[src/rtl/tdm_demux4.sv]
// tdm_demux4: four-slot TDM demultiplexer with sync-based frame lock.
// Samples for slots 0..2 are staged; the slot-3 sample releases the full
// frame to o0..o3 on the same edge it is accepted.
module tdm_demux4 #(
  parameter int unsigned WIDTH = 8
) (
  input  logic             clk,
  input  logic             rst_n,
  input  logic [WIDTH-1:0] din,
  input  logic             din_valid,
  input  logic             sync,
  output logic [WIDTH-1:0] o0,
  output logic [WIDTH-1:0] o1,
  output logic [WIDTH-1:0] o2,
  output logic [WIDTH-1:0] o3,
  output logic             frame_valid,
  output logic [1:0]       slot,
  output logic             locked,
  output logic             sync_err
);

  typedef enum logic {
    HUNT   = 1'b0,
    LOCKED = 1'b1
  } state_t;

  state_t           state_q, state_d;
  logic [1:0]       slot_q, slot_d;
  logic [WIDTH-1:0] stage_q [3];

  // Per-cycle decode results consumed by the datapath registers
  logic             capture;
  logic [1:0]       cap_idx;
  logic             frame_done;
  logic             resync;

  // Lock state and slot counter
  always_ff @(posedge clk or negedge rst_n) begin
    if (!rst_n) begin
      state_q <= HUNT;
      slot_q  <= '0;
    end else begin
      state_q <= state_d;
      slot_q  <= slot_d;
    end
  end

  // Next-state decode; cycles without din_valid leave everything untouched
  always_comb begin
    state_d    = state_q;
    slot_d     = slot_q;
    capture    = 1'b0;
    cap_idx    = 2'd0;
    frame_done = 1'b0;
    resync     = 1'b0;
    if (din_valid) begin
      unique case (state_q)
        HUNT: begin
          if (sync) begin
            capture = 1'b1;
            cap_idx = 2'd0;
            slot_d  = 2'd1;
            state_d = LOCKED;
          end
        end
        LOCKED: begin
          if (sync && (slot_q != 2'd0)) begin
            // Misplaced sync restarts the frame with this sample as slot 0
            resync  = 1'b1;
            capture = 1'b1;
            cap_idx = 2'd0;
            slot_d  = 2'd1;
          end else if (slot_q == 2'd3) begin
            frame_done = 1'b1;
            slot_d     = 2'd0;
          end else begin
            capture = 1'b1;
            cap_idx = slot_q;
            slot_d  = slot_q + 2'd1;
          end
        end
        default: begin
          state_d = HUNT;
          slot_d  = '0;
        end
      endcase
    end
  end

  // Staging registers for slots 0..2
  always_ff @(posedge clk or negedge rst_n) begin
    if (!rst_n) begin
      for (int unsigned i = 0; i < 3; i++) begin
        stage_q[i] <= '0;
      end
    end else if (capture) begin
      stage_q[cap_idx] <= din;
    end
  end

  // Output channels load only on a completed frame
  always_ff @(posedge clk or negedge rst_n) begin
    if (!rst_n) begin
      o0 <= '0;
      o1 <= '0;
      o2 <= '0;
      o3 <= '0;
    end else if (frame_done) begin
      o0 <= stage_q[0];
      o1 <= stage_q[1];
      o2 <= stage_q[2];
      o3 <= din;
    end
  end

  // Single-cycle status pulses
  always_ff @(posedge clk or negedge rst_n) begin
    if (!rst_n) begin
      frame_valid <= 1'b0;
      sync_err    <= 1'b0;
    end else begin
      frame_valid <= frame_done;
      sync_err    <= resync;
    end
  end

  assign slot   = slot_q;
  assign locked = (state_q == LOCKED);

endmodule

[config.mk]
export PLATFORM = sky130hd
export DESIGN_NAME = tdm_demux4
export DESIGN_NICKNAME = d
export VERILOG_FILES = /design/src/rtl/tdm_demux4.sv
export SDC_FILE = /design/constraint.sdc
export NUM_CORES = 1
export LEC_CHECK = 0
export CAP_MARGIN = 15
export CORE_AREA = 2 2 75 77
export CTS_BUF_LIST = sky130_fd_sc_hd__clkbuf_16
export DETAILED_ROUTE_END_ITERATION = 10
export DIE_AREA = 0 0 77 79
export GPL_ROUTABILITY_DRIVEN = 0
export PLACE_DENSITY = 0.76
export SYNTH_ARGS = -nofsm -noshare
export SYNTH_HDL_FRONTEND = slang
export SYNTH_SLANG_ARGS = --single-unit
[constraint.sdc]
create_clock -name clk -period 5.2 [get_ports clk]
set_clock_uncertainty 0.15 [all_clocks]
set_input_delay 0.52 -clock clk [delete_from_list [all_inputs] [get_ports clk]]
set_output_delay 0.52 -clock clk [all_outputs]
set_load 0.01 [all_outputs]
==> results.sh <==
export IMPL_status="finished, final reports clean"
export IMPL_total_power_mw=2.154
export IMPL_hold_class="in -> async"
export IMPL_placed_cells=267
export IMPL_mappedNetlistArea_um2=2569
export IMPL_route_detailed_drc=0
export IMPL_r2r_start="slot[0]"
export IMPL_worst_setup_path_type="in -> reg"
export IMPL_synth_seq_cells=61
export IMPL_final_layout_size_suffix_gt1_share_pct=36.49
export IMPL_path_delay_family="simple AND/OR/NAND/NOR gates"
export IMPL_max_slew_margin_pct=51.03
export IMPL_synth_edf_count=0
export IMPL_fp_dieW_um=77
export IMPL_clk_pin_slew_ns=0.05
export IMPL_yosysUniqueCellTypes=23
export IMPL_synth_flop_cell="dfrtp_1"
export IMPL_cp_max_fo=33
export IMPL_antenna_found_initial=0
export IMPL_startpoint="din_valid"
export IMPL_synth_area_per_cell_um2=17.01
export IMPL_routedWlPerCell_um=16.50
export IMPL_fp_row_count=27
export IMPL_cts_setup_buffers=0
export IMPL_grt_total_usage_pct=17.39
export IMPL_grt_pass1_vias=1513
export IMPL_grt_setup_unrepaired="no"
export IMPL_fin_crit_ns=2.458
export IMPL_powerDensity_nw_per_um2=642.3
export IMPL_setup_viol=0
export IMPL_cts_hold_buffers=0
export IMPL_drt_iter0_markers=61
export IMPL_cp_required_ns=5.25
export IMPL_clockBufferDepth=2
export IMPL_dieArea_um2=6083
export IMPL_tns_ns=0
export IMPL_coreArea_um2=5338
export IMPL_min_period_over_period_pct=47.27
export IMPL_grt_overflow_total=0
export IMPL_cts_tree="yes"
export IMPL_final_cells=283
export IMPL_clock_latency_ns=0.32
export IMPL_io_buffers=48
export IMPL_cap_violations=0
export IMPL_cts_root_buf="clkbuf_16"
export IMPL_vias=1422
export IMPL_start_util_pct=48.12
export IMPL_cts_resized=0
export IMPL_worstMarginPinSlew_ns=0.7345
export IMPL_crit_path_start_kind="input port"
export IMPL_clock_fmax_mhz=406.8
export IMPL_cts_made_buffers=9
export IMPL_grt_pass1_wl_um=7769
export IMPL_worstPathArrival_ns=2.51
export IMPL_endpoint_kind="flop"
export IMPL_drtAntennaViolNets=0
export IMPL_dr_pass1_iters=4
export IMPL_vdd_drop_max_v=0.0003321
export IMPL_hold_violations=0
export IMPL_fp_dieH_um=79
export IMPL_cp_slowest_cell="clkdlybuf4s50_1"
export IMPL_async_flop_share_pct=100.0
export IMPL_cp_cell_sequence="clkdlybuf4s50_1, and2_1, nand3_4, mux2_4"
export IMPL_synth_nets=167
export IMPL_syn_to_final_growth_pct=30.54
export IMPL_num_antenna_cells=0
export IMPL_max_stage_delay_ns=0.60
export IMPL_io_pins=49
export IMPL_drv_slew=0
export IMPL_power_leakage_nw=1.576
export IMPL_cts_sinks=61
export IMPL_nets=222
export IMPL_dp_hpwl_um=3128
export IMPL_h_tree_depth=3
export IMPL_synth_warnings=0
export IMPL_wl_um=4669
export IMPL_grt_max_degree=62
export IMPL_ys_seq_area_share_pct=59.43
export IMPL_via_per_inst=5.025
export IMPL_crit_buf_inv=1
export IMPL_syn_inst=151
## cell usage after synthesis, types with 2 or more instances
master | n | area (um2)
dfrtp_1 | 61 | 1526
mux2_4 | 29 | 435.4
mux2_2 | 27 | 304.0
ha_1 | 4 | 50.05
inv_1 | 4 | 15.01
buf_6 | 3 | 33.78
nand2_1 | 3 | 11.26
nor2b_1 | 3 | 18.77
and2_1 | 2 | 12.51
buf_4 | 2 | 15.01
## layer usage
layer / vias up / share of wire [%] / wire [um] / global-route usage (%)
met5: - / 0 / 0 / 0
met4: 0 / 2.2 / 104 / 9.643
met1: 727 / 43 / 2001 / 20.88
met2: 35 / 50 / 2357 / 27.98
li1: 650 / - / - / -
met3: 10 / 4.4 / 206 / 5.568
## layout by cell type, fill, tap and decap left out, drive strengths merged
cell type      instances
mux2                  56
nor3b                  1
a32o                   1
a21boi                 1
clkinv                 4
nand2b                 1
nor2b                  3
o221ai                 1
o22ai                  1
and2                   2
o2111a                 1
dfrtp                 61
ha                     4
a21oi                  1
nand2                  3
o2111ai                1
o311a                  1
clkinvlp               1
buf                    2
nand3                  1
o21ai                  1
nor2                   1
inv                    6
clkdlybuf4s50         47
clkbuf                 9
## flip-flops by register name, summed over array words and instances (netlist names)
| signal | cells |
|---|---|
| locked | 1 |
| o0 | 8 |
| slot | 2 |
| o1 | 8 |
| o2 | 8 |
| frame_valid | 1 |
| o3 | 8 |
| stage_q | 24 |
| sync_err | 1 |
## power breakdown
| group | internal (mW) | switching (mW) |
|---|---|---|
| logic | 0.533 | 0.279 |
| clock network | 0.314 | 0.197 |
| registers | 0.700 | 0.131 |
## cell type report
cell class / count / area, um2
fillers: 428 / 1984
clock buffers: 9 / 225.2
well taps: 72 / 90.09
multi-input cells: 81 / 978.4
flip-flops and latches: 61 / 1526
inverters: 4 / 15.01
repair buffers: 49 / 483.0
clock inverters: 7 / 35.03
## worst paths after layout
check / end / slack, ns / cells after the start
min in group clk: o0[0] / 0.35 / 1
max in group asynchronous: o0[0] / 4.22 / 2
setup reg to reg: o2[1] / 2.79 / 5
hold reg to reg: o0[0] / 0.35 / 1
setup / recovery: o2[1] / 2.74 / 4
hold / removal: o1[5] / 0.19 / 2
## logic make-up after synthesis
kind of cell | count (synthesis) | share of synthesized area, %
fa+ha+maj | 4 | 1.948
mux | 56 | 28.79
compound gates | 9 | 3.897
flops | 61 | 59.43
simple gates | 12 | 3.459
buf+inv | 9 | 2.484
## stage by stage
step	cell area [um2]	worst slack (ns)	util, %	hold WS (ns)
detailed placement	3093	2.404	57.95	0.3404
finish	3353	2.742	62.82	0.1856
global route	3353	2.649	62.82	0.2553
global placement	3093	2.515	57.95	0.3330
CTS	3353	2.752	62.82	0.2186
floorplan	2569	3.238	-	0.07441
(Power assumes the default switching activity.)
